[src/rtl/mul_pkg.sv]
// Shared types and constants for the sequential shift-add multiplier.
package mul_pkg;

   localparam int unsigned DEFAULT_WIDTH = 16;

   typedef enum logic [1:0] {
      IDLE,
      CALC,
      FIX,
      DONE
   } state_t;

endpackage

[src/rtl/mul_step_counter.sv]
// Step down-counter for the multiplier: loads WIDTH, decrements per CALC step,
// o_k flags the step that brings the count to zero.
module mul_step_counter
   import mul_pkg::*;
#(
   parameter int unsigned WIDTH = DEFAULT_WIDTH
) (
   input  logic clk,
   input  logic rst,
   input  logic i_load,
   input  logic i_dec,
   output logic o_k
);

   localparam int unsigned CW = $clog2(WIDTH + 1);

   logic [CW-1:0] r_cnt;

   always_ff @(posedge clk) begin
      if (!rst) begin
         r_cnt <= '0;
      end else if (i_load) begin
         r_cnt <= CW'(WIDTH);
      end else if (i_dec && (r_cnt != '0)) begin
         r_cnt <= r_cnt - CW'(1);
      end
   end

   assign o_k = (r_cnt == CW'(1));

endmodule

[src/rtl/mul_seq_param.sv]
// Parametrised sequential shift-add multiplier with signed/unsigned mode and busy/done handshake.
// Optional MUL_EARLY_TERM_EN: leave CALC as soon as the remaining multiplier bits are all zero.
module mul_seq_param
   import mul_pkg::*;
#(
   parameter int unsigned WIDTH = DEFAULT_WIDTH
) (
   input  logic               clk,
   input  logic               rst,
   input  logic               start,
   input  logic               signed_mode,
   input  logic [WIDTH-1:0]   mndo,
   input  logic [WIDTH-1:0]   mdor,
   output logic [2*WIDTH-1:0] produto,
   output logic               busy,
   output logic               done
);

   state_t               r_state;
   state_t               w_next;
   logic                 r_sign;
   logic [2*WIDTH-1:0]   r_mcand;
   logic [2*WIDTH-1:0]   r_acc;
   logic [2*WIDTH-1:0]   r_produto;
   logic [WIDTH-1:0]     r_mult;
   logic [WIDTH-1:0]     w_mndo_mag;
   logic [WIDTH-1:0]     w_mdor_mag;
   logic [WIDTH-1:0]     w_mult_shr;
   logic [2*WIDTH-1:0]   w_acc_add;
   logic                 w_accept;
   logic                 w_k;
   logic                 w_last;

   // Magnitude of the most-negative value wraps to itself, which is exact as unsigned.
   assign w_mndo_mag = (signed_mode && mndo[WIDTH-1]) ? -mndo : mndo;
   assign w_mdor_mag = (signed_mode && mdor[WIDTH-1]) ? -mdor : mdor;
   assign w_mult_shr = r_mult >> 1;
   assign w_acc_add  = r_mult[0] ? (r_acc + r_mcand) : r_acc;
   assign w_accept   = (r_state == IDLE) && start;

   mul_step_counter #(
      .WIDTH (WIDTH)
   ) u_step_counter (
      .clk    (clk),
      .rst    (rst),
      .i_load (w_accept),
      .i_dec  (r_state == CALC),
      .o_k    (w_k)
   );

`ifdef MUL_EARLY_TERM_EN
   assign w_last = w_k || (w_mult_shr == '0);
`else
   assign w_last = w_k;
`endif

   always_ff @(posedge clk) begin
      if (!rst) begin
         r_state <= IDLE;
      end else begin
         r_state <= w_next;
      end
   end

   always_comb begin
      w_next = r_state;
      case (r_state)
         IDLE:    if (start) w_next = CALC;
         CALC:    if (w_last) w_next = FIX;
         FIX:     w_next = DONE;
         DONE:    w_next = IDLE;
         default: w_next = IDLE;
      endcase
   end

   always_comb begin
      busy = (r_state == CALC) || (r_state == FIX);
      done = (r_state == DONE);
   end

   always_ff @(posedge clk) begin
      if (!rst) begin
         r_sign    <= 1'b0;
         r_mcand   <= '0;
         r_mult    <= '0;
         r_acc     <= '0;
         r_produto <= '0;
      end else begin
         case (r_state)
            IDLE: begin
               if (start) begin
                  r_sign  <= signed_mode & (mndo[WIDTH-1] ^ mdor[WIDTH-1]);
                  r_mcand <= {{WIDTH{1'b0}}, w_mndo_mag};
                  r_mult  <= w_mdor_mag;
                  r_acc   <= '0;
               end
            end
            CALC: begin
               r_acc   <= w_acc_add;
               r_mcand <= r_mcand << 1;
               r_mult  <= w_mult_shr;
            end
            FIX: begin
               r_produto <= r_sign ? -r_acc : r_acc;
            end
            default: ;
         endcase
      end
   end

   assign produto = r_produto;

endmodule
[config.mk]
export PLATFORM = sky130hd
export DESIGN_NAME = mul_seq_param
export DESIGN_NICKNAME = d
export VERILOG_FILES = /design/src/rtl/mul_pkg.sv /design/src/rtl/mul_step_counter.sv /design/src/rtl/mul_seq_param.sv
export SDC_FILE = /design/constraint.sdc
export NUM_CORES = 1
export LEC_CHECK = 0
export BUFFER_PORTS_ARGS = -buffer_cell sky130_fd_sc_hd__buf_2
export CORE_MARGIN = 2
export CORE_UTILIZATION = 25
export DETAILED_ROUTE_END_ITERATION = 8
export GPL_TIMING_DRIVEN = 0
export PLACE_DENSITY_LB_ADDON = 0.05
export SKIP_CTS_REPAIR_TIMING = 1
export SLEW_MARGIN = 20
export SYNTH_ARGS = -nofsm -noshare
export SYNTH_HDL_FRONTEND = slang
export SYNTH_SLANG_ARGS = --single-unit
[constraint.sdc]
create_clock -name clk -period 2.4 [get_ports clk]
set_input_delay 0.6 -clock clk [delete_from_list [all_inputs] [get_ports clk]]
set_output_delay 0.6 -clock clk [all_outputs]
set_load 0.05 [all_outputs]
== Yosys cells after proc, flatten, opt, wreduce, memory -nomap -nowiden ==
Cells that the tools add are included.
Word-level totals
  logic and storage cells: 52
  output and inout bits: 34
  input bits: 36
  flip-flop bits (word level): 120
Cells by class
  eq/ne operators: 7
  reduce and logical (&&, ||, !) cells: 14
  bitwise operators: 3
  mux-type cells: 15
  add/subtract/negate cells: 5
Operators with widths (number)
  32-bit 2-to-1 mux: 4
  32-bit case mux with 2 select lines: 2
  16-bit 2-to-1 mux: 3
  32-bit adder: 1
  16-bit negator: 2
  32-bit negator: 1
  16-bit case mux with 2 select lines: 1
  5-bit 2-to-1 mux: 2
  2-bit case mux with 4 select lines: 1
  2-bit inequality test (second input constant): 3
  2-bit AND reduction: 3
  5-bit by 1-bit == test with 1-bit output (second input constant): 1
  5-bit nonzero test: 1
  5-bit by 1-bit subtractor with 5-bit output (second input constant): 1
  2-bit == test (second input constant): 2
  1-bit logical AND: 4
  2-bit 2-to-1 mux: 2
  2-bit nonzero test: 2
  3-bit AND reduction: 1
  2-bit by 1-bit == test with 1-bit output (second input constant): 1
  2-bit logical NOT: 1
  2-bit OR reduction: 1
  1-bit AND: 1
  1-bit logical OR: 1
  2 further kinds: 2

== Longest topological paths before layout ==
Gate-level depths: netlist of the first run.
  depth after elaboration: 4
  gate-level depth with buffers: 11
  gate-level depth less buffers: 11

== Modules after synthesis ==
A second synthesis of the first run with hierarchy kept.
Second synthesis, totals
  cell total of the unflattened synthesis: 926
  area total of the unflattened synthesis: 7557.2 µm²
Modules (own cells, without submodules)
  mul_seq_param: area each 7278.2 µm², cells each 894, seq. area each 2302.2 µm², times used 1
  mul_step_counter: area each 279.0 µm², cells each 32, seq. area each 100.1 µm², times used 1

== Worst setup path before layout of the first run ==
OpenSTA, ideal clock, no wires.
  path kind: register -> register
  from: reg r_acc[0]
  to: reg r_acc[28]
  buffers on the path: 0
  library setup time: 0.134 ns
  stages on the path, launching flop included: 12
  clock period less this slack: 2.566 ns
  setup slack: -0.166 ns
  arrival: 2.432 ns
  data required time: 2.266 ns
  cells stage by stage: dfxtp_1 > ha_1 > inv_1 > fa_1 > nor2b_4 > o31a_1 > o211ai_2 > a31o_2 > o31a_1 > o21ai_1 > mux2i_1 > o211ai_1
On the way
  longest elaborated chain between the ends: 3
RTL lines
  from (decl): line mul_seq_param.sv:23  | logic [2*WIDTH-1:0] r_acc;
  from (signal assigned): line mul_seq_param.sv:99  | r_acc <= w_acc_add;
  32-bit adder: line mul_seq_param.sv:38  | assign w_acc_add = r_mult[0] ? (r_acc + r_mcand) : r_acc;
  32-bit 2-to-1 mux: line mul_seq_param.sv:38
  32-bit case mux with 2 select lines: line mul_seq_param.sv:89  | case (r_state)
No other way between the ends. The select of a mux whose other input is x is not followed.
A chain may end at the register's enable or synchronous reset.

== Worst setup path in the final report of the first run ==
  from: reg r_acc[7]
  to: reg r_acc[30]
The elaborated chain is that of the path after synthesis.

==> key figures, run 1 <==
Run status
  • Status: finished, violations left
  • Failing checks: negative setup slack

Run
  • Max-Cap Viols: 0

Worst setup path
  • CP endpoint kind: register
  • Required time of the critical path: 2.72 ns
  • Cells along the critical path: ha_2 -> a2111o_1 -> o211ai_4 -> a21oi_2 -> o2111ai_2 -> a211oi_2 -> or4_1 -> a32o_1
  • Worst path max stage delay: 0.49 ns
  • CP Launch Type: register
  • Slowest-stage cell, CP: or4_1
  • CP top delay family: compound AO/OA/AOI/OAI gates
  • CP bufs+invs: 0
  • WS Path Type: reg2reg
  • Maximum fanout along the worst path: 6
  • Critical Path AT: 3.14 ns

Route
  • DR iter-0 viols: 336
  • # DRC: 0
  • Met3 Wirelength: 589 um
  • Detail Route Antenna Nets: 0
  • DR vias: 7163
  • Routed wire length: 25700 um
  • Max layer used: met4
  • DR WL/cell: 17.3 um
  • M1 WL: 13400 um
  • DRT Pass-1 Iters: 4
  • Vias per cell: 4.83
  • Metal2 WL: 11600 um

Pwr
  • Leak pwr: 4.04 nW
  • PwrDens: 938 nW/um2
  • Worst VDD drop: 0.472 mV

GRT
  • Largest net degree at the start of global routing: 17
  • Initial antenna violation count: 0
  • GRT Total Usage: 0.160
  • First-pass GRT wire length: 40500 um
  • Vias in the first global route: 6948
  • GRT overflow: 0

Logic synthesis
  • Syn_nets: 1048
  • Yosys reg bits: 120
  • Synth Cell Area: 7710 um2
  • Synth area leader: dfxtp_1
  • Syn Inst Count: 969
  • Post-synth EDFFs: 0
  • Sequential area share after synthesis: 0.312
  • Mean Syn Cell Area: 7.95 um2
  • Asr flop ratio synth: 0
  • Share of the synthesized area in the top cell type: 0.312
  • Synth cell types: 69
  • Yosys warns: 0
  • Area contributors post-synth: dfxtp_1, nand2_1, ha_1
  • Top FF cell, synth: dfxtp_1

STA
  • Setup ws final: -0.420 ns
  • Final min period: 2.82 ns
  • Worst Skew: 0.0125 ns
  • Final Cycle Share: 1.18
  • Final setup vio count: 8
  • RSZ-0062 raised after global routing: true
  • Setup tns final: -1.37 ns
  • Final Hold Slack: 0.465 ns
  • Fmax: 355 MHz
  • Max-slew violation count: 0
  • Hold Vio Cnt, Final: 0
  • Worst Max-Slew Pin Slew: 0.763 ns
  • Rel. slew slack: 0.491

Finish
  • Fill cells: 3279
  • Post-route insts no fill: 1484
  • NumNets Final: 1152
  • Layout Cell Area excl Fill: 9770 um2
  • Most common cell after layout, fill and taps aside: nand2_1
  • Share of cells above drive strength 1: 0.215
  • Synth-to-Final Area Change: 26.7%
  • Commonest cells after routing, fill and taps aside: nand2_1, dfxtp_1, o21ai_0, buf_2, xor2_1

CTS
  • TritonCTS buffer count: 17
  • Worst skew pair latency: 0.43 ns
  • CTS HTree Levels: 4
  • Bufs on Longest Clock Path: 2
  • Worst-path clk slew: 0.06 ns
  • # clock sinks: 120
  • CTS tree: built
  • Root Buffer: clkbuf_16

Die
  • Initial Util: 0.253
  • I/O pin cnt: 70
  • Row count: 64
  • Die area: 32300 um2
  • Core Region: 30500 um2
  • Die height: 180 um
  • Die width: 180 um

Hold path
  • Hold Crit Class: reg2reg

Placed design
  • Dpl cells: 1434
  • Placed inst area: 8570 um2
  • Port Buffers: 69
  • Pre-CTS setup slack: -0.559 ns
  • Post-DP HPWL: 19800 um
  • Gpl congestion: 0.766
[metal layers]
layer  global-route usage  vias up
met4               0.0420        0
met1                0.225     3382
met2                0.253       81
met3               0.0269       13
met5                    0        -
li1                     -     3687
[cell usage after synthesis (4+ instances only)]
cell and count:
nor3_1 17, nor2_1 42, a211oi_1 4, o211ai_1 15
nand3_1 6, nor4_1 10, and2_1 12, dfxtp_1 120
xnor2_1 37, nor2b_1 36, xor2_1 45, mux2i_1 5
inv_1 22, nand4_1 8, o21ai_0 77, a21o_1 14
clkbuf_1 47, and3_1 7, a22oi_1 26, o21a_1 4
o31ai_1 10, o21ai_1 4, a21boi_0 31, buf_1 4
o211a_1 28, o41ai_1 7, a211o_1 4, o21bai_1 4
ha_1 42, or3_1 7, nand2_1 169, a21oi_1 52
[report_power, final]
group / internal (W) / switching (W)
logic: 0.00113 / 0.00279
clock network: 0.00145 / 0.00103
registers: 0.00242 / 0.000331
[worst min-delay path: stages, from the launching register on]
cell and delay, ns:
dfxtp_1 0.31, nand2_1 0.05, a21boi_0 0.06
[per-stage QoR]
step | utilization | power (W)
finish | 0.320 | 0.00916
global route | 0.320 | 0.00984
CTS | 0.299 | 0.00915
detailed placement | 0.281 | 0.00660
global placement | 0.281 | 0.00663
floorplan | - | 0.00536
[sequential cells by signal (all words and copies together), names as in the netlist]
| signal | count |
|---|---|
| r_mcand | 32 |
| r_state | 2 |
| u_step_counter.r_cnt | 5 |
| r_sign | 1 |
| r_acc | 32 |
| produto | 32 |
| r_mult | 16 |
[worst paths after layout]
path	from	end	slack (ns)	depth (start not counted)
setup / recovery	r_acc[7]$_SDFFE_PN0P_	r_acc[30]$_SDFFE_PN0P_	-0.42	8
hold / removal	r_mult[5]$_SDFFE_PN0P_	r_mult[5]$_SDFFE_PN0P_	0.46	2
setup reg to reg	r_acc[7]$_SDFFE_PN0P_	r_acc[30]$_SDFFE_PN0P_	-0.42	8
hold reg to reg	r_mult[5]$_SDFFE_PN0P_	r_mult[5]$_SDFFE_PN0P_	0.46	2
[cell families after synthesis]
logic type      count (synthesis)  synth area share
fa+ha+maj                      43            0.0708
buf+inv                        77            0.0380
mux                             6           0.00795
compound gates                306             0.272
simple gates                  335             0.207
xor+xnor                       82            0.0932
flops                         120             0.312
[final cells by class]
class                   count  area (um2)  share of cell area
multi-input cells         772        5430               0.556
flip-flops and latches    120        2450               0.251
repair buffers             90         510              0.0523
well taps                 396         495              0.0507
clock buffers              18         439              0.0450
plain buffers              49         216              0.0222
clock inverters            14         125              0.0128
inverters                  23        86.3             0.00884
diodes                      2        5.00            0.000512
Note: power is estimated with default switching activity, not from simulation.
==> run 2: changes to the inputs <==
clock period = 3.4 ns   (was 2.4 ns; I/O delays follow)
==> run 2 against run 1 <==
Effect of this change:
- the flow now finishes without violations
- non-clock buffer count is 16 lower
- sequential share of layout area rose by 1.1 points
- hold slack lost 0.0025 ns
- power down 29%
- fmax shrank 8.3%
- combinational power is 32% lower
- final area decreased by 6.1%
- via count fell by 2.7%
- first-iteration DRC count grew 15%
==> key figures, run 2 (synthesis gave the netlist of run 1 again) <==
Finish
  • Most common cell after layout, fill and taps aside: nand2_1
  • NumNets Final: 1136
  • Antenna Cells: 0
  • Layout Cell Area excl Fill: 9170 um2
  • Commonest cells after routing, fill and taps aside: nand2_1, dfxtp_1, o21ai_0
  • Synth-to-Final Area Change: 19.0%
  • Share of cells above drive strength 1: 0.108
  • Fin util: 0.301

CTS
  • CTS tree: built
  • Worst-path clk slew: 0.06 ns
  • CTS HTree Levels: 4
  • TritonCTS buffer count: 17
  • Bufs on Longest Clock Path: 2
  • Root Buffer: clkbuf_16
  • Worst skew pair latency: 0.43 ns
  • # clock sinks: 120

Route
  • # DRC: 0
  • DRT Pass-1 Iters: 6
  • DR iter-0 viols: 386
  • Routed wire length: 25400 um
  • DR vias: 6972
  • Vias per cell: 4.76
  • Detail Route Antenna Nets: 0
  • DR WL/cell: 17.3 um

Worst setup path
  • Worst path max stage delay: 0.47 ns
  • Worst reg2reg path endpoint: r_acc[28]$_SDFFE_PN0P_
  • Slowest-stage cell, CP: dfxtp_1
  • CP Launch Type: register
  • CP bufs+invs: 1
  • Most Frequent Cell on Critical Path: o31a_1
  • RR Startpoint: r_acc[0]$_SDFFE_PN0P_
  • CP top delay family: compound AO/OA/AOI/OAI gates
  • Reg2reg setup slack: 0.32 ns
  • Required time of the critical path: 3.69 ns
  • CP endpoint kind: register
  • Reg2Reg Depth: 11
  • WS Path Type: reg2reg
  • Cells along the critical path: ha_1 -> inv_1 -> fa_1 -> nor2b_4 -> o31a_1 -> o211ai_2 -> a31o_2 -> o31a_1 -> o21ai_1 -> mux2i_1 -> o211ai_1
  • Critical Path AT: 3.36 ns
  • Maximum fanout along the worst path: 6

Die
  • Die width: 180 um
  • Initial Util: 0.253
  • Row count: 64
  • I/O pin cnt: 70
  • Die area: 32300 um2
  • Core Region: 30500 um2
  • Die height: 180 um

Hold path
  • Hold Crit Depth: 2
  • Hold Crit Class: reg2reg
  • Hold path startpoint: r_mult[3]$_SDFFE_PN0P_
  • Worst Hold Path EP: r_mult[3]$_SDFFE_PN0P_

STA
  • Worst Skew: 0.00816 ns
  • Fmax: 325 MHz
  • Final min period: 3.08 ns
  • Final Hold Slack: 0.462 ns
  • Final Cycle Share: 0.905
  • Hold Vio Cnt, Final: 0
  • RSZ-0062 raised after global routing: false
  • Worst Max-Slew Pin Slew: 0.850 ns
  • Rel. slew slack: 0.433
  • Setup tns final: 0 ns
  • Final setup vio count: 0
  • Max-slew violation count: 0

Placed design
  • Placed inst area: 8550 um2
  • Port Buffers: 69
  • Gpl congestion: 0.789
  • Post-DP HPWL: 19800 um

Pwr
  • PwrDens: 711 nW/um2
  • Worst VDD drop: 0.320 mV
  • Final Total Pwr: 0.00652 W
  • Leak pwr: 3.85 nW

GRT
  • Initial antenna violation count: 1
  • First-pass GRT wire length: 40400 um
  • Largest net degree at the start of global routing: 17
  • Vias in the first global route: 6987
  • GRT overflow: 0
  • GRT Total Usage: 0.161

Run
  • Max-Cap Viols: 0

Run status
  • Status: finished, final reports clean
[run 2: cell count changes in the layout (fill, tap and decap cells not counted), moves of 6 or more]
cell      before  now
clkbuf_1      35   50
ha_4          11    0
o21ai_0       70   77
ha_1          27   42
dfxtp_2       21    0
a21oi_2       10    2
a21oi_1       44   52
dfxtp_1       92  120
buf_4         19    0
dfxtp_4        7    0
clkbuf_2       7    1
[run 2: layer usage]
| metal | global-route usage | vias up | share of wire | wire (um) |
|---|---|---|---|---|
| met1 | 0.227 | 3203 | 0.52 | 13200 |
| met5 | 0 | - | 0 | 0 |
| li1 | - | 3649 | - | - |
| met4 | 0.0462 | 0 | 0.012 | 293 |
| met2 | 0.247 | 105 | 0.43 | 11000 |
| met3 | 0.0350 | 15 | 0.036 | 909 |
[run 2: worst max path at each step]
stage                                 start                endpoint  cells after the start
CTS                   r_acc[0]$_SDFFE_PN0P_  r_acc[28]$_SDFFE_PN0P_                     11
global placement      r_acc[0]$_SDFFE_PN0P_  r_acc[28]$_SDFFE_PN0P_                     11
detailed placement    r_acc[0]$_SDFFE_PN0P_  r_acc[28]$_SDFFE_PN0P_                     11
finish                r_acc[0]$_SDFFE_PN0P_  r_acc[28]$_SDFFE_PN0P_                     11
global route        r_state[1]$_SDFFE_PN0P_  r_acc[10]$_SDFFE_PN0P_                     11
floorplan             r_acc[0]$_SDFFE_PN0P_  r_acc[28]$_SDFFE_PN0P_                     11
[run 2: power by group]
group          switching [W]  internal [W]  total (W)
Sequential          0.000203       0.00170    0.00191
Combinational        0.00194      0.000719    0.00266
Clock               0.000706       0.00125    0.00195
[run 2: layout make-up]
cell class / instances / area (um2)
clock buffers: 21 / 450
plain buffers: 54 / 206
fillers: 3309 / 21300
inverters: 23 / 86.3
multi-input cells: 772 / 5010
repair buffers: 69 / 345
clock inverters: 11 / 171
flip-flops and latches: 120 / 2400
well taps: 396 / 495
[run 2: per-stage QoR]
stage	instances	setup WS, ns
4_1_cts	1466	0.277
3_5_place_dp	1434	0.297
3_3_place_gp	1434	0.295
5_1_grt	1466	0.0413
6_report	1466	0.324
2_1_floorplan	969	0.834
[run 2: worst register-to-register path: cells and delay by family (launching register included)]
| kind | cells | cell delay, ns |
|---|---|---|
| muxes | 1 | 0.20 |
| AOI/OAI and AO/OA | 6 | 1.36 |
| adders and majority gates | 2 | 0.66 |
| and+or+nand+nor | 1 | 0.16 |
| buffers and inverters | 1 | 0.07 |
| DFF | 1 | 0.47 |
==> run 3: changes to the inputs <==
CORE_UTILIZATION = 55   (was 25)
==> run 3 against run 2 <==
Effect of this change:
- register-to-register slack better by 0.04 ns
- via count is 4.3% higher
- final cell count is 15% lower
- clock skew is 0.00084 ns lower
- count of clock-buffer cells in the layout is 2 higher
- largest cell class unchanged
==> key figures, run 3 (synthesis gave the netlist of run 1 again) <==
Pwr
  • Worst VDD drop: 0.361 mV
  • Final Total Pwr: 0.00639 W
  • PwrDens: 718 nW/um2
  • Leak pwr: 3.84 nW

Placed design
  • Port Buffers: 69
  • Gpl congestion: 0.955
  • Pre-CTS setup slack: 0.437 ns
  • Post-DP HPWL: 15400 um

STA
  • Setup ws final: 0.366 ns
  • Worst Skew: 0.00731 ns
  • Fmax: 330 MHz
  • Max-slew violation count: 0
  • Final Cycle Share: 0.892
  • Worst Max-Slew Pin Slew: 0.777 ns
  • RSZ-0062 raised after global routing: false
  • Rel. slew slack: 0.477
  • Final Hold Slack: 0.461 ns
  • Setup tns final: 0 ns
  • Final setup vio count: 0
  • Hold Vio Cnt, Final: 0
  • Final min period: 3.03 ns

GRT
  • Vias in the first global route: 6649
  • Largest net degree at the start of global routing: 17
  • GRT Total Usage: 0.287
  • First-pass GRT wire length: 33500 um
  • Initial antenna violation count: 0
  • GRT overflow: 0

Die
  • Initial Util: 0.560
  • Die width: 122 um
  • Row count: 43
  • Die height: 122 um
  • Core Region: 13800 um2
  • I/O pin cnt: 70
  • Die area: 15000 um2

Run status
  • Status: finished, final reports clean

Worst setup path
  • Critical Path AT: 3.35 ns
  • WS Path Type: reg2reg
  • Maximum fanout along the worst path: 6
  • CP endpoint kind: register
  • CP Launch Type: register
  • Required time of the critical path: 3.71 ns

CTS
  • Root Buffer: clkbuf_16
  • CTS HTree Levels: 4
  • Bufs on Longest Clock Path: 2
  • TritonCTS buffer count: 17
  • CTS tree: built
  • Worst skew pair latency: 0.42 ns
  • Worst-path clk slew: 0.06 ns
  • # clock sinks: 120

Route
  • DR vias: 7269
  • DRT Pass-1 Iters: 5
  • # DRC: 0
  • DR WL/cell: 16.5 um
  • Detail Route Antenna Nets: 0
  • DR iter-0 viols: 464
  • Routed wire length: 20700 um
  • Vias per cell: 5.82

Run
  • Max-Cap Viols: 0

Finish
  • NumNets Final: 1136
  • Share of cells above drive strength 1: 0.107
  • Commonest cells after routing, fill and taps aside: nand2_1, dfxtp_1, o21ai_0
  • Synth-to-Final Area Change: 15.4%
  • Antenna Cells: 0
  • Fill cells: 1296
  • Most common cell after layout, fill and taps aside: nand2_1

Hold path
  • Hold Crit Class: reg2reg
run 3: cell types whose count changed in the layout (fill, tap and decap cells not counted):
cell,previous run,this run
clkinv_4,2,0
inv_6,1,0
clkbuf_1,50,51
clkbuf_8,1,2
run 3: where the power goes:
group          total [W]  switching, W  internal (W)  leakage [nW]
Clock            0.00189      0.000630       0.00126         0.293
Sequential       0.00191      0.000203       0.00170         0.974
Combinational    0.00259       0.00187      0.000720          2.58
run 3: worst paths after layout:
kind	startpoint	end	slack [ns]	cells past startpoint
worst max-delay path	r_acc[0]$_SDFFE_PN0P_	r_acc[30]$_SDFFE_PN0P_	0.37	11
worst min-delay path	r_mult[2]$_SDFFE_PN0P_	r_mult[2]$_SDFFE_PN0P_	0.46	2
worst max register to register	r_acc[0]$_SDFFE_PN0P_	r_acc[30]$_SDFFE_PN0P_	0.37	11
worst min register to register	r_mult[2]$_SDFFE_PN0P_	r_mult[2]$_SDFFE_PN0P_	0.46	2
run 3: layout make-up:
| type | count | area [um2] | share of cell area |
|---|---|---|---|
| Sequential cell | 120 | 2400 | 0.270 |
| Clock buffer | 23 | 468 | 0.0526 |
| Buffer | 54 | 206 | 0.0232 |
| Inverter | 23 | 86.3 | 0.00971 |
| Tap cell | 180 | 225 | 0.0253 |
| Timing Repair Buffer | 69 | 345 | 0.0388 |
| Multi-Input combinational cell | 772 | 5010 | 0.564 |
| Clock inverter | 8 | 145 | 0.0163 |
run 3: routing by layer:
metal / vias up / wire [um] / global-route usage
met3: 28 / 1400 / 0.0581
met1: 3370 / 9870 / 0.401
met4: 0 / 338 / 0.0869
li1: 3655 / - / -
met5: - / 0 / 0
met2: 216 / 9050 / 0.445
run 3: metrics by stage:
| step | util | instance area [um2] | cells |
|---|---|---|---|
| after floorplan | - | 7710 | 969 |
| after global placement | 0.601 | 8280 | 1218 |
| after detailed placement | 0.601 | 8280 | 1218 |
| after CTS | 0.646 | 8890 | 1249 |
| after global routing | 0.646 | 8890 | 1249 |
| final | 0.646 | 8890 | 1249 |
run 3: critical path, stage by stage (launching register included):
cell	delay [ns]
dfxtp_1	0.44
ha_1	0.23
inv_1	0.06
fa_1	0.42
nor2b_4	0.15
o31a_1	0.24
o211ai_2	0.18
a21oi_2	0.22
o2111ai_2	0.19
a211oi_1	0.40
o31ai_1	0.12
a32o_1	0.26
